===== config.mk =====
export PLATFORM = sky130hd
export DESIGN_NAME = oam_dma_arbiter
export DESIGN_NICKNAME = d
export VERILOG_FILES = /design/src/rtl/oam_dma_arbiter.sv
export SDC_FILE = /design/constraint.sdc
export NUM_CORES = 1
export LEC_CHECK = 0
export CAP_MARGIN = 5
export CORE_ASPECT_RATIO = 1.75
export CORE_UTILIZATION = 41
export DETAILED_ROUTE_END_ITERATION = 16
export PLACE_DENSITY = 0.79
export SETUP_SLACK_MARGIN = 0.3
export SYNTH_ARGS = -nofsm -noshare
export SYNTH_HDL_FRONTEND = slang
export SYNTH_SLANG_ARGS = --single-unit

===== constraint.sdc =====
create_clock -name clk -period 2 [get_ports clk]
set_input_delay 0.2 -clock clk [delete_from_list [all_inputs] [get_ports clk]]
set_output_delay 0.2 -clock clk [all_outputs]
set_load 0.03 [all_outputs]

===== src/rtl/oam_dma_arbiter.sv =====
// oam_dma_arbiter: shares the memory bus between the CPU and the OAM DMA engine.
// Define OAM_DMA_RESTART_EN to let FF46 writes restart a transfer in progress.
module oam_dma_arbiter #(
   parameter int          DMA_LEN      = 160,
   parameter logic [15:0] DMA_REG_ADDR = 16'hFF46
) (
   input  logic        clk,
   input  logic        rst,
   input  logic [15:0] cpu_r_addr,
   input  logic [15:0] cpu_w_addr,
   input  logic [7:0]  cpu_w_data,
   input  logic        cpu_w_wen,
   output logic [7:0]  cpu_r_data,
   output logic [15:0] mem_r_addr,
   input  logic [7:0]  mem_r_data,
   output logic [15:0] mem_w_addr,
   output logic [7:0]  mem_w_data,
   output logic        mem_w_wen,
   output logic        dma_active
);
   localparam logic [1:0] IDLE  = 2'd0;
   localparam logic [1:0] START = 2'd1;
   localparam logic [1:0] READ  = 2'd2;
   localparam logic [1:0] WRITE = 2'd3;
   localparam logic [7:0] LAST  = 8'(DMA_LEN - 1);

   logic [1:0] state;
   logic [7:0] src_hi, src_eff, idx, dma_data;
   logic       idle, hram_r, hram_w, reg_r, reg_w, cpu_hram_w, dma_r, dma_w, restart;

   assign idle       = state == IDLE;
   assign dma_active = !idle;
   assign hram_r     = cpu_r_addr >= 16'hFF80 && cpu_r_addr <= 16'hFFFE;
   assign hram_w     = cpu_w_addr >= 16'hFF80 && cpu_w_addr <= 16'hFFFE;
   assign reg_r      = cpu_r_addr == DMA_REG_ADDR;
   assign reg_w      = cpu_w_wen && cpu_w_addr == DMA_REG_ADDR;
   assign cpu_hram_w = cpu_w_wen && hram_w;
   // echo RAM E000-FDFF mirrors C000-DDFF
   assign src_eff    = src_hi >= 8'hE0 ? src_hi - 8'h20 : src_hi;
`ifdef OAM_DMA_RESTART_EN
   assign restart    = reg_w && !idle;
`else
   assign restart    = 1'b0;
`endif
   // CPU HRAM traffic always wins; the DMA simply waits for a free port
   assign dma_r      = state == READ && !hram_r;
   assign dma_w      = state == WRITE && !cpu_hram_w && !restart;

   always_comb begin
      cpu_r_data = reg_r ? src_hi : (idle || hram_r) ? mem_r_data : 8'hFF;
      mem_r_addr = dma_r ? {src_eff, idx} : cpu_r_addr;
      mem_w_addr = dma_w ? {8'hFE, idx} : cpu_w_addr;
      mem_w_data = dma_w ? dma_data : cpu_w_data;
      mem_w_wen  = !rst && (dma_w || (idle ? cpu_w_wen && !reg_w : cpu_hram_w));
   end

   always_ff @(posedge clk)
      if (rst) begin
         state    <= IDLE;
         src_hi   <= 8'h00;
         idx      <= 8'h00;
         dma_data <= 8'h00;
      end else if (reg_w && (idle || restart)) begin
         src_hi <= cpu_w_data;
         idx    <= 8'h00;
         state  <= START;
      end else if (state == START) begin
         state <= READ;
      end else if (dma_r) begin
         dma_data <= mem_r_data;
         state    <= WRITE;
      end else if (dma_w) begin
         state <= idx == LAST ? IDLE : READ;
         idx   <= idx == LAST ? idx : idx + 8'd1;
      end
endmodule

**Word level (Yosys, flattened, before mapping)**

Cells that the tools add are included.

- Add/sub/neg operators: 2
- Bitwise operators: 4
- Equal/unequal tests: 6
- Divide/modulo/power cells: 0
- Multiplexer cells: 12
- Order comparisons: 5
- $mul: 0
- Shift operators: 0
- Reductions and logical operators: 22

Operators by type and width:

| cell | number |
|---|---|
| equality test 16 bit, second input constant | 2 |
| >= comparator 16 bit, second input constant | 2 |
| less-or-equal comparator 16 bit, second input constant | 2 |
| two-way mux 16 bit | 2 |
| two-way mux 8 bit | 4 |
| logical AND 1 bit | 9 |
| adder 8 x 1 -> 8 bit, second input constant | 1 |
| equality test 8 bit, second input constant | 1 |
| >= comparator 8 bit, second input constant | 1 |
| two-way mux 2 bit | 4 |
| subtractor 8 x 6 -> 8 bit, second input constant | 1 |
| zero test 1 bit | 5 |
| equality test 2 bit, second input constant | 2 |
| inverter 1 bit | 4 |
| AND reduction 4 bit | 1 |
| nonzero test 4 bit | 1 |
| AND reduction 3 bit | 1 |
| nonzero test 3 bit | 1 |
| equality test 2 x 1 -> 1 bit, second input constant | 1 |
| zero test 2 bit | 1 |
| logical OR 1 bit | 2 |
| two-way mux 1 bit | 2 |
| OR reduction 2 bit | 1 |

- Logic and storage cells: 56
- Input port bits: 51
- Output and inout bits: 50
- Memory bits (read-only): 0
- Latch bits: 0
- RAM bits: 0
- Bits in registers: 26
- Memories kept: 0

**Logic depth before layout (Yosys ltp)**

- Depth in word-level cells: 9
- Depth in mapped cells: 7
- Depth with buffers taken out: 5

**Least setup slack after synthesis**

No wires, ideal clock.

- Path kind: in2out
- From: in cpu_w_addr[11]
- To: out mem_w_wen
- Required time: 1.800 ns
- Stages on the path: 6
- Setup slack: -0.123 ns
- Arrival: 1.923 ns
- Buffers on the path: 2
- Cell sequence: and4_1 > and3_1 > buf_2 > buf_1 > a22oi_1 > a211oi_1

- Word-level cells in the longest chain between the ends: 7
- Elaborated cells between the ends (all ways): 13
- Classes of those cells: order compare (2); eq/ne (1); mux (1); reduce/logical (9)

Ends and longest elaborated chain:

| item | RTL line | text |
|---|---|---|
| from (decl) | 10 | `input logic [15:0] cpu_w_addr,` |
| >= comparator 16 bit, or another cell as far along | 34 | `assign hram_w = cpu_w_addr >= 16'hFF80 && cpu_w_addr <= 16'hFFFE;` |
| logical AND 1 bit, on equally long branches | 34, 36 |  |
| logical AND 1 bit / zero test 1 bit (equally long branches) | 37, 54 |  |
| zero test 1 bit / logical AND 1 bit (equally long branches) | 47, 54 |  |
| logical AND 1 bit / two-way mux 1 bit (equally long branches) | 47, 54 |  |
| logical OR 1 bit (*) | 54 | `mem_w_wen = !rst && (dma_w \|\| (idle ? cpu_w_wen && !reg_w : cpu_hram_w));` |
| logical AND 1 bit (*) | 54 |  |
| to (decl) | 18 | `output logic mem_w_wen,` |

Mark *: on every way between the ends. The rest lies on a longest branch, timed or not.

**Worst setup path after layout**

- From: in cpu_r_addr[4]
- To: out cpu_r_data[6]

- Word-level cells in the longest chain between the ends: 5
- Elaborated cells between the ends (all ways): 7
- Classes of those cells: order compare (2); eq/ne (1); mux (2); reduce/logical (2)

Ends and longest elaborated chain:

| item | RTL line | text |
|---|---|---|
| from (decl) | 9 | `input logic [15:0] cpu_r_addr,` |
| >= comparator 16 bit / less-or-equal comparator 16 bit (equally long branches) | 33 | `assign hram_r = cpu_r_addr >= 16'hFF80 && cpu_r_addr <= 16'hFFFE;` |
| logical AND 1 bit | 33 |  |
| logical OR 1 bit | 50 | `cpu_r_data = reg_r ? src_hi : (idle \|\| hram_r) ? mem_r_data : 8'hFF;` |
| two-way mux 8 bit | 50 |  |
| two-way mux 8 bit (*) | 50 |  |
| to (decl) | 13 | `output logic [7:0] cpu_r_data,` |

Marked as above.

==> results.json <==
{
  "worst_pin_slew_ns": 0.451,
  "die_w_um": 56.1,
  "cp_cell_sequence": "buf_6 > or4_4 > nor3_4 > buf_6 > nand2_8 > buf_6 > a2bb2oi_2 > buf_6",
  "dp.final_hpwl_um": 5840,
  "clk_pin_slew_ns": 0.10,
  "power_density_mw_per_mm2": 342,
  "worst_setup_path_end_kind": "output pin",
  "final_hold_viol_count": 0,
  "synth_xor_area_share_pct": 0,
  "synth_compound_area_share_pct": 20.8,
  "synth_cells": 249,
  "cpMostUsedCell": "buf_6",
  "crit_type": "input port to output pin",
  "yosys-top-cells-area": "dfxtp_1 25%, mux2_2 16%, mux2i_1 7.6%",
  "max_freq_mhz": 476,
  "syn_nets": 302,
  "cts_buffers": 3,
  "io_pins": 101,
  "leakage_nw": 1.96,
  "grt_use_total_pct": 38.8,
  "avgSynthCellArea_sq_um": 8.43,
  "slew_headroom_pct": 69.8,
  "synth-simple-area-share_pct": 23.4,
  "place_congestion": 0.861,
  "crit_path_max_incr_delay_ns": 0.60,
  "nets": 461,
  "fin_crit_ns": 2.10,
  "overflow": 0,
  "vdd_drop_max_v": 0.000698,
  "dieArea_sq_mm": 0.00542,
  "yosysUniqueCellTypes": 42,
  "rsz0062_at_grt": "true",
  "worst_skew_pair.late_latency_ns": 0.29,
  "min_period_over_period_pct": 105,
  "synth_top_family_by_area": "multiplexers",
  "skew_ns": 0.00901,
  "drive_gt1_share_pct": 61.4,
  "holdWs_ns": 0.490,
  "dp_slack_ns": -0.732,
  "fp.dieH_um": 96.6,
  "violations": "setup timing",
  "cp_top_family": "simple AND/OR/NAND/NOR gates",
  "worst-path-buf-inv": 4,
  "core_area_sq_mm": 0.00493,
  "most-common-layout-cells": "74 x buf_6, 41 x buf_4, 32 x mux2_4",
  "yosysTopAreaCell": "dfxtp_1",
  "tritoncts": "built",
  "yosysWarnings": 0,
  "final-setup-viol-count": 23,
  "routed_wl_um": 12400,
  "cts_sinks": 26,
  "maxSlewViolCount": 0,
  "setup_ws_ns": -0.0993,
  "dr.first_iter.drc_count": 170,
  "initial_core_util_pct": 42.5,
  "hold_path_class": "register to register",
  "required_ns": 1.80,
  "port_buffers": 100,
  "via_count": 2998,
  "max_cap_viol_count": 0,
  "final_common_cell": "buf_6",
  "tns_ns": -1.19,
  "arrival_ns": 1.90,
  "first_global_vias": 3089,
  "row_count": 34,
  "via_per_inst": 6.50,
  "fillers": 187,
  "ys_seq_area_share_pct": 24.8,
  "layout.cells.non_filler": 461,
  "place_inst": 429,
  "grt_max_degree": 44,
  "n_antenna_cell": 0,
  "wire_per_inst_um": 26.9,
  "muxShareOfSynthArea_pct": 24.8,
  "ys_seq_elements": 26,
  "holdBufCountCts": 0,
  "status": "finished with violations",
  "htree_levels": 1,
  "synth_area_sq_mm": 0.00210,
  "cp-start-kind": "input port",
  "antenna_found_initial": 0,
  "synth-adder-area-share_pct": 1.19,
  "grt_first_pass_wirelength_um": 16100,
  "ant_nets": 0,
  "netlist.area_leader.share_pct": 24.8,
  "synthToLayoutAreaGrowth_pct": 113,
  "drc_errors": 0,
  "cts_buffer_depth": 2,
  "dr.pass1.iters": 4,
  "path_max_fanout": 7,
  "cpMaxStageDelayCell": "or4_4",
  "cts-root-buf": "clkbuf_8"
}
==> per-stage QoR <==
stage	cell area (sq um)	total power [mW]	util (%)
after CTS	4190	1.46	84.9
after global placement	3510	0.982	71.2
final	4470	1.53	90.6
after detailed placement	3510	0.987	71.2
after floorplan	2210	0.729	-
after global routing	4470	1.56	90.6
==> state kept, by name, summed over array words and instances, names as in the netlist <==
name and cells:
dma_data 8, idx 8, src_hi 8, state 2
==> synthesized netlist by cell type <==
library cell  instances
a211oi_1              7
a21o_1                1
a21oi_1              20
a21oi_2               1
a22oi_1               1
a2bb2oi_1             8
a31o_2                1
a31oi_1               2
a31oi_2               1
and2_1                1
and3_1                3
and4_1                3
buf_1                 1
buf_2                 6
buf_4                 1
buf_6                 2
clkbuf_1              7
dfxtp_1              26
ha_1                  2
inv_1                 3
inv_2                 1
mux2_1                2
mux2_2               30
mux2i_1              16
nand2_1               6
nand2b_1             25
nand3_1              14
nand4_1               5
nor2_1                9
nor2b_1               9
nor3_2                1
nor4_2                1
nor4b_2               1
o2111ai_1             1
o21a_1                1
o21ai_0               4
o21ai_1              20
o21ba_1               1
o41ai_1               1
or2_2                 1
or4_1                 2
or4_4                 1
==> power breakdown <==
part / total [mW] / internal [mW] / switching (mW) / leakage (nW)
Combinational: 0.550 / 0.280 / 0.270 / 1.71
Sequential: 0.516 / 0.516 / 0.0000102 / 0.211
Clock: 0.460 / 0.269 / 0.191 / 0.0357
==> worst paths after layout <==
check             slack (ns)                  endpoint                     start  cells after the start
setup / recovery        -0.1             cpu_r_data[6]             cpu_r_addr[4]                      8
hold / removal          0.49  dma_data[6]$_SDFFE_PP0P_  dma_data[6]$_SDFFE_PP0P_                      2
setup reg to reg        0.10       idx[4]$_SDFFE_PP0P_     state[1]$_SDFFE_PP0P_                      7
hold reg to reg         0.49  dma_data[6]$_SDFFE_PP0P_  dma_data[6]$_SDFFE_PP0P_                      2
==> worst register-to-register path: stages (launching register included) <==
cell and delay, ns:
dfxtp_4 0.39, buf_6 0.13, nor2_4 0.11, inv_2 0.08
or4_4 0.64, buf_16 0.22, o21ai_2 0.14, mux2i_1 0.10
==> cell type report <==
type	count	area [sq um]	area share, %
multi-input combinational	202	2010	44.9
timing repair buffer	171	1780	39.9
sequential	26	526	11.8
tap	54	67.6	1.51
clock buffer	3	41.3	0.924
clock inverter	1	30.0	0.672
inverter	4	15.0	0.336
==> timing repair <==
item | in CTS | in global routing
endpoints found under the hold margin | 0 | 0
pin swaps | 27 | 20
resized for setup | 421 | 59
setup endpoints to repair | 74 | 66
gates cloned | 6 | 0
setup buffers | 14 | 8
==> layer usage <==
layer	up-vias	global-route usage (%)	part of all wire, %
met5	-	0	0
met4	0	30.4	9.2
met3	87	6.82	7.6
met2	237	71.8	53
met1	1429	35.6	30
li1	1245	-	-
==> logic make-up (layout without fill, tap and decap cells) <==
| group | count (synthesis) | after routing |
|---|---|---|
| adders and majority gates | 2 | 2 |
| buffers and inverters | 21 | 179 |
| muxes | 48 | 48 |
| DFF | 26 | 26 |
| and+or+nand+nor | 82 | 82 |
| AOI/OAI and AO/OA | 70 | 70 |
Note: power is estimated with default switching activity, not from simulation.
